--- config.mk ---
export PLATFORM = sky130hd
export DESIGN_NAME = hazard_forward_unit
export DESIGN_NICKNAME = d
export VERILOG_FILES = /design/src/rtl/hazard_forward_unit.sv
export SDC_FILE = /design/constraint.sdc
export NUM_CORES = 1
export LEC_CHECK = 0
export ABC_AREA = 1
export ABC_CLOCK_PERIOD_IN_PS = 6000
export BUFFER_PORTS_ARGS = -buffer_cell sky130_fd_sc_hd__buf_2
export CAP_MARGIN = 15
export CORE_ASPECT_RATIO = 0.7
export CORE_MARGIN = 1.5
export CORE_UTILIZATION = 40
export DETAILED_ROUTE_END_ITERATION = 10
export GPL_ROUTABILITY_DRIVEN = 1
export HOLD_SLACK_MARGIN = 0.1
export MAX_ROUTING_LAYER = met4
export PLACE_DENSITY_LB_ADDON = 0.3
export SETUP_SLACK_MARGIN = 0.02
export SLEW_MARGIN = 20
export SYNTH_ARGS = -nofsm -noshare
export SYNTH_HDL_FRONTEND = slang
export SYNTH_SLANG_ARGS = --single-unit
--- constraint.sdc ---
create_clock -name clk -period 6 [get_ports clk]
set_input_delay 0.3 -clock clk [delete_from_list [all_inputs] [get_ports clk]]
set_output_delay 0.3 -clock clk [all_outputs]
set_load 0.02 [all_outputs]
--- src/rtl/hazard_forward_unit.sv ---
// Hazard resolution for the five-stage pipeline: operand forwarding selects,
// counted load-use stall, counted branch flush and saturating debug counters.
module hazard_forward_unit #(
   parameter int REG_ADDR_W   = 5,
   parameter int LOAD_STALL   = 2,
   parameter int BRANCH_FLUSH = 1,
   parameter int CNT_W        = 32
) (
   input  logic                  clk,
   input  logic                  reset,
   input  logic                  id_valid,
   input  logic [REG_ADDR_W-1:0] id_rs1,
   input  logic [REG_ADDR_W-1:0] id_rs2,
   input  logic                  id_rs1_used,
   input  logic                  id_rs2_used,
   input  logic [REG_ADDR_W-1:0] ex_rd,
   input  logic                  ex_reg_write,
   input  logic                  ex_is_load,
   input  logic [REG_ADDR_W-1:0] mw_rd,
   input  logic                  mw_reg_write,
   input  logic [REG_ADDR_W-1:0] wb_rd,
   input  logic                  wb_reg_write,
   input  logic                  branch_taken,
   input  logic                  cnt_clear,
   output logic [1:0]            fwd_a_sel,
   output logic [1:0]            fwd_b_sel,
   output logic                  stall_if_id,
   output logic                  bubble_id_ex,
   output logic                  flush_if_id,
   output logic [CNT_W-1:0]      stall_cycles,
   output logic [CNT_W-1:0]      flush_cycles,
   output logic [CNT_W-1:0]      load_use_events
);

   typedef enum logic [1:0] {
      IDLE   = 2'd0,
      LSTALL = 2'd1,
      FLUSH  = 2'd2
   } state_t;

   localparam logic [3:0] LS_INIT = 4'(LOAD_STALL - 1);
   localparam logic [3:0] BF_INIT = 4'(BRANCH_FLUSH - 1);
   localparam logic [REG_ADDR_W-1:0] ZERO_REG = {REG_ADDR_W{1'b0}};

   state_t           state_r;
   state_t           state_s;
   logic [3:0]       cnt_r;
   logic [3:0]       cnt_s;
   logic             hazard_s;
   logic             stall_s;
   logic             flush_s;
   logic [CNT_W-1:0] stall_cnt_r;
   logic [CNT_W-1:0] flush_cnt_r;
   logic [CNT_W-1:0] load_cnt_r;

   // Loads still in EX have no data yet, so they never forward from EX.
   function automatic logic [1:0] fwd_sel(
      input logic [REG_ADDR_W-1:0] src,
      input logic                  used,
      input logic [REG_ADDR_W-1:0] e_rd,
      input logic                  e_wr,
      input logic                  e_ld,
      input logic [REG_ADDR_W-1:0] m_rd,
      input logic                  m_wr,
      input logic [REG_ADDR_W-1:0] w_rd,
      input logic                  w_wr
   );
      logic [1:0] sel;
      if (!used || src == ZERO_REG) begin
         sel = 2'b00;
      end else if (e_wr && !e_ld && e_rd == src) begin
         sel = 2'b01;
      end else if (m_wr && m_rd == src) begin
         sel = 2'b10;
      end else if (w_wr && w_rd == src) begin
         sel = 2'b11;
      end else begin
         sel = 2'b00;
      end
      return sel;
   endfunction

   function automatic logic [CNT_W-1:0] sat_inc(input logic [CNT_W-1:0] value, input logic en);
      logic [CNT_W-1:0] result;
      if (en && !(&value)) begin
         result = value + {{(CNT_W-1){1'b0}}, 1'b1};
      end else begin
         result = value;
      end
      return result;
   endfunction

   // Per-operand forwarding selects, held at regfile while in reset.
   always_comb begin
      fwd_a_sel = 2'b00;
      fwd_b_sel = 2'b00;
      if (!reset) begin
         fwd_a_sel = fwd_sel(id_rs1, id_rs1_used, ex_rd, ex_reg_write, ex_is_load,
                             mw_rd, mw_reg_write, wb_rd, wb_reg_write);
         fwd_b_sel = fwd_sel(id_rs2, id_rs2_used, ex_rd, ex_reg_write, ex_is_load,
                             mw_rd, mw_reg_write, wb_rd, wb_reg_write);
      end else begin
         fwd_a_sel = 2'b00;
         fwd_b_sel = 2'b00;
      end
   end

   // Load-use detection, only evaluated when idle.
   always_comb begin
      hazard_s = 1'b0;
      if (id_valid && state_r == IDLE && ex_is_load && ex_reg_write && ex_rd != ZERO_REG) begin
         hazard_s = (id_rs1_used && id_rs1 == ex_rd) || (id_rs2_used && id_rs2 == ex_rd);
      end else begin
         hazard_s = 1'b0;
      end
   end

   // Stall/flush sequencing; load-use beats a simultaneous branch.
   always_comb begin
      state_s = state_r;
      cnt_s   = cnt_r;
      stall_s = 1'b0;
      flush_s = 1'b0;
      case (state_r)
         IDLE: begin
            if (hazard_s) begin
               stall_s = 1'b1;
               if (LS_INIT != 4'd0) begin
                  state_s = LSTALL;
                  cnt_s   = LS_INIT;
               end else begin
                  state_s = IDLE;
               end
            end else if (branch_taken) begin
               flush_s = 1'b1;
               if (BF_INIT != 4'd0) begin
                  state_s = FLUSH;
                  cnt_s   = BF_INIT;
               end else begin
                  state_s = IDLE;
               end
            end else begin
               state_s = IDLE;
            end
         end
         LSTALL, FLUSH: begin
            stall_s = (state_r == LSTALL);
            flush_s = (state_r == FLUSH);
            if (cnt_r <= 4'd1) begin
               state_s = IDLE;
               cnt_s   = 4'd0;
            end else begin
               cnt_s = cnt_r - 4'd1;
            end
         end
         default: begin
            state_s = IDLE;
            cnt_s   = 4'd0;
         end
      endcase
   end

   assign stall_if_id  = stall_s && !reset;
   assign bubble_id_ex = stall_s && !reset;
   assign flush_if_id  = flush_s && !reset;

   // State and sequence counter registers.
   always_ff @(posedge clk or posedge reset) begin
      if (reset) begin
         state_r <= IDLE;
         cnt_r   <= 4'd0;
      end else begin
         state_r <= state_s;
         cnt_r   <= cnt_s;
      end
   end

   // Saturating debug counters; clear takes priority over counting.
   always_ff @(posedge clk or posedge reset) begin
      if (reset) begin
         stall_cnt_r <= {CNT_W{1'b0}};
         flush_cnt_r <= {CNT_W{1'b0}};
         load_cnt_r  <= {CNT_W{1'b0}};
      end else if (cnt_clear) begin
         stall_cnt_r <= {CNT_W{1'b0}};
         flush_cnt_r <= {CNT_W{1'b0}};
         load_cnt_r  <= {CNT_W{1'b0}};
      end else begin
         stall_cnt_r <= sat_inc(stall_cnt_r, stall_if_id);
         flush_cnt_r <= sat_inc(flush_cnt_r, flush_if_id);
         load_cnt_r  <= sat_inc(load_cnt_r, hazard_s);
      end
   end

   assign stall_cycles    = stall_cnt_r;
   assign flush_cycles    = flush_cnt_r;
   assign load_use_events = load_cnt_r;

endmodule

* Yosys cells after proc, flatten, opt, wreduce, memory -nomap -nowiden
Cells that the tools add are included.
** Storage, ports and cells
- Bits in registers :: 102
- Input bits :: 36
- Output and inout port bits :: 103
- Word-level logic and storage cells :: 89
** Operators by class
- Add/subtract/negate cells :: 4
- Magnitude comparators :: 1
- Equality and inequality tests :: 12
- Multiplexer cells :: 28
- Reductions and logical operators :: 39
** Operators by type and width (count)
- 2-to-1 mux 32 bit :: 6
- adder 32 x 1 -> 32 bit, second input constant :: 3
- AND reduction 32 bit :: 3
- equality test 5 bit :: 8
- 2-to-1 mux 2 bit :: 11
- logical AND 1 bit :: 18
- zero test 5 bit :: 2
- 2-to-1 mux 4 bit :: 2
- case mux 4 bit (2 select lines) :: 1
- zero test 1 bit :: 7
- nonzero test 2 bit :: 3
- 2-to-1 mux 1 bit :: 5
- nonzero test 5 bit :: 1
- <= comparator 4 x 1 -> 1 bit, second input constant :: 1
- inequality test 2 bit, second input constant :: 2
- case mux 1 bit (2 select lines) :: 2
- case mux 2 bit (2 select lines) :: 1
- subtractor 4 x 1 -> 4 bit, second input constant :: 1
- logical OR 1 bit :: 3
- equality test 2 x 1 -> 1 bit, second input constant :: 1
- equality test 2 bit, second input constant :: 1
- zero test 2 bit :: 1
- OR reduction 2 bit :: 1

* Longest topological paths before layout
- Depth after elaboration :: 12
- Mapped depth :: 13
- Depth with buffers taken out :: 12

* Least setup slack after synthesis
OpenSTA, ideal clock, no wires.
- Kind :: input -> output
- Start point :: input port reset
- End point :: output port fwd_a_sel[1]
- Arrival time :: 3.450 ns
- Required time :: 5.700 ns
- Path slack :: 2.250 ns
- Stages on the path :: 3
- Path buffers :: 0
- Path through :: inv_1 -> o211ai_1 -> nor3b_1
** On the way
- Word-level cells in the longest chain between the ends :: 1
** Ends and longest elaborated chain
- start, declared :: RTL line 10 : input logic reset,
- 2-to-1 mux 2 bit :: RTL line 97 : if (!reset) begin
- end, declared :: RTL line 25 : output logic [1:0] fwd_a_sel,
Every way passes these cells.

* Worst setup path after layout
- Start point :: register flush_cnt_r[0], in the netlist flush_cycles[0]
- End point :: register flush_cnt_r[21], in the netlist flush_cycles[21]
** On the way
- Word-level cells in the longest chain between the ends :: 4
- Elaborated cells on any way between the ends :: 7
- Classes of those cells :: add/sub: 1; mux: 2; reduce/logical: 4
** Ends and longest elaborated chain
- start, declared :: RTL line 53 : logic [CNT_W-1:0] flush_cnt_r;
- start signal, assigned :: RTL line 182 : flush_cnt_r <= {CNT_W{1'b0}};
- start signal, assigned :: RTL line 186 : flush_cnt_r <= {CNT_W{1'b0}};
- start signal, assigned :: RTL line 190 : flush_cnt_r <= sat_inc(flush_cnt_r, flush_if_id);
- parallel branches: the longest is 4 deep, another holds adder 32 x 1 -> 32 bit
Several ways; the timed one is not identified. The select of a mux whose other input is x is not followed.
A chain may end at the register's enable or synchronous reset.

==> summary.md <==
| Metric | Value |
|---|---|
| Crit share post-route | 54.43% |
| Setup violators final | 0 |
| Placed Instances | 1438 |
| Status | finished, final reports clean |
| Type of the most critical hold path | in -> async |
| GR peak layer | met1 |
| Grt total ovfl | 0 |
| Largest net degree at the start of global routing | 89 |
| CTS tree | yes |
| Commonest non-fill, non-tap cell in the layout | nand2_1 |
| Drt pass-1 iters | 5 |
| Cell Count, Final, Fillers Out | 1455 |
| Top cells by area, synth | dfrtp_1 (33%), nand2_1 (16%), nor2_1 (7.9%) |
| CTS H-tree lvls | 3 |
| Post-route ant nets | 0 |
| DRC violations left | 0 |
| Required @ worst endpoint | 6290 ps |
| Top_reg_cell synth | dfrtp_1 |
| Critical Path AT | 3560 ps |
| Grt met2 use | 31.38% |
| CP Capture Type | register |
| PostCTS Resize Cnt | 0 |
| Fmax | 306.2 MHz |
| Worst Tran Pin Value | 972.6 ps |
| YS warnings | 0 |
| Die area | 0.01983 sq mm |
| Final instance area | 0.008662 sq mm |
| Number of placement rows | 41 |
| Post-DR vias/cell | 5.253 |
| Setup TNS | 0 ps |
| Commonest cells after routing, fill and taps aside | nand2_1 (322), nor2_1 (160), buf_2 (138) |
| Max-cap viol count | 0 |
| Global-route wire length before repair | 36590 microns |
| Post-route setup slack | 2734 ps |
| Clk pin slew, worst setup/hold paths | 80 ps |
| Power per cell area | 182.9 mW/mm^2 |
| CP Launch Type | register |
| Final Wtd Congestion | 0.9946 |
| Leak | 4.106 nW |
| Post-DP HPWL | 15830 microns |
| Synthesized area per cell | 6.896 sq um |
| Crit-path max FO | 33 |
| Met3 Use GR | 4.387% |
| CTS root buffer | clkbuf_16 |
| Final wirelength | 21590 microns |
| Register bit total from synthesis | 101 |
| Gr usage total | 23.26% |
| DRT iter0 DRCs | 737 |
| Max_slew headroom | 35.16% |
| Final min period | 3266 ps |
| Cell taking the most area after synthesis | dfrtp_1 |
| WL/cell | 14.84 microns |
| Cells after synthesis | 1101 |
| Fin nets | 1255 |
| Layout area overhead | 14.09% |
| Pre-CTS setup slack | 2659 ps |
| Skew-Pair Late Insertion Delay | 360 ps |
| CTS Buffer Depth | 2 |
| Slew Limit Fails | 0 |
| Async SR Flop Fraction | 100.0% |
| Global Route met1 Usage | 35.60% |
| Total CTS buffers | 9 |
| Yosys cell types | 41 |
| Final Hold Fails | 0 |
| Layout cells sized above 1 | 18.87% |
| Vias in the first global route | 6974 |
| Initial core utilization | 41.46% |
| Clock Sinks | 101 |
| CP Class | reg -> reg |
| Port Buffers | 138 |
| Sequential share of the synthesized area | 33.29% |
| Post-synth EDFFs | 0 |
| Postcts setup bufs | 0 |
| Die Y | 118.3 microns |
| Worst vdd ir | 0.1568 mV |
| Fin Clk Skew | 10.93 ps |
| Initial antenna violation count | 0 |
| Synthesized cell area | 0.007592 sq mm |
| CTS Hold Bufs | 1 |
| Placed Area | 0.008366 sq mm |
| Syn Nets | 1142 |
| Register-to-register setup slack | 2730 ps |
| Post-synth top area share | 33.29% |
| IO Pins | 139 |
| N_diodes | 0 |
| Core ar. | 0.01831 sq mm |
| RSZ-0062 raised after global routing | false |
| Die W | 167.7 microns |
| Vias post-DR | 7643 |
-- synthesized netlist by cell type, types with 8 or more instances --
cell type,count
o31ai_1,8
nand2_4,13
xor2_1,49
inv_2,9
nor2_1,160
nand2_2,16
clkbuf_1,15
nand3_1,118
a21oi_1,11
xnor2_1,35
nor3_1,47
nand2_1,322
nand4_1,28
dfrtp_1,101
inv_1,67
-- state kept, by name, summed over array words and instances, names as in the netlist --
| register | flops |
|---|---|
| cnt_r | 4 |
| flush_cycles | 32 |
| load_use_events | 32 |
| stall_cycles | 32 |
| state_r | 1 |
-- worst paths after layout --
kind                                 startpoint               end  depth (start not counted)
min in group clk                     state_r[0]          cnt_r[0]                          1
worst min register to register       state_r[0]          cnt_r[0]                          1
worst max register to register  flush_cycles[0]  flush_cycles[21]                         10
worst min-delay path                      reset  stall_cycles[29]                          3
worst max-delay path            flush_cycles[0]  flush_cycles[21]                         10
max in group asynchronous                 reset  flush_cycles[11]                          4
-- report_power, final --
| group | switching (mW) | internal, mW | total [mW] |
|---|---|---|---|
| clock | 0.287 | 0.289 | 0.575 |
| combinational | 0.189 | 0.0810 | 0.270 |
| sequential | 0.0345 | 0.705 | 0.739 |
| total | 0.510 | 1.07 | 1.58 |
-- metrics by stage --
step | hold slack (ps) | utilization (%) | power [mW]
after floorplan | 472.2 | - | 0.9480
after detailed placement | 331.1 | 45.68 | 1.023
after global placement | 327.1 | 45.68 | 1.013
after CTS | 491.2 | 47.28 | 1.608
final | 512.0 | 47.30 | 1.585
after global routing | 536.5 | 47.30 | 1.678
-- logic make-up (layout without fill, tap and decap cells) --
family | Yosys count | count (layout) | share of synthesized area (%)
AOI/OAI and AO/OA | 45 | 45 | 3.823
xor gates and xnor gates | 84 | 84 | 9.690
adders and majority gates | 5 | 5 | 0.8240
buffers and inverters | 116 | 234 | 6.905
DFF | 101 | 101 | 33.29
muxes | 1 | 1 | 0.1318
and+or+nand+nor | 749 | 749 | 45.34
-- final cells by class --
class,count,area (sq um)
inverters,76,289.0
repair buffers,142,726.9
well taps,236,295.3
multi-input cells,884,4541
clock buffers,9,225.2
clock inverters,7,57.56
fillers,1890,9652
flip-flops and latches,101,2527
-- critical path: stages, from the launching register on --
cell and delay, ps:
dfrtp_1 430, ha_1 280, nand2_1 130, nor2_1 90
nand2_1 130, nor2_1 100, nand2_1 160, nand4_2 760
nand2_2 890, nand2_1 130, nand2_1 90
-- layer usage --
| metal | vias up | wire [microns] |
|---|---|---|
| li1 | 3789 | - |
| met1 | 3519 | 10920 |
| met2 | 314 | 8609 |
| met3 | 21 | 1829 |
| met4 | 0 | 229 |
| met5 | - | 0 |
Note: power is estimated with default switching activity, not from simulation.
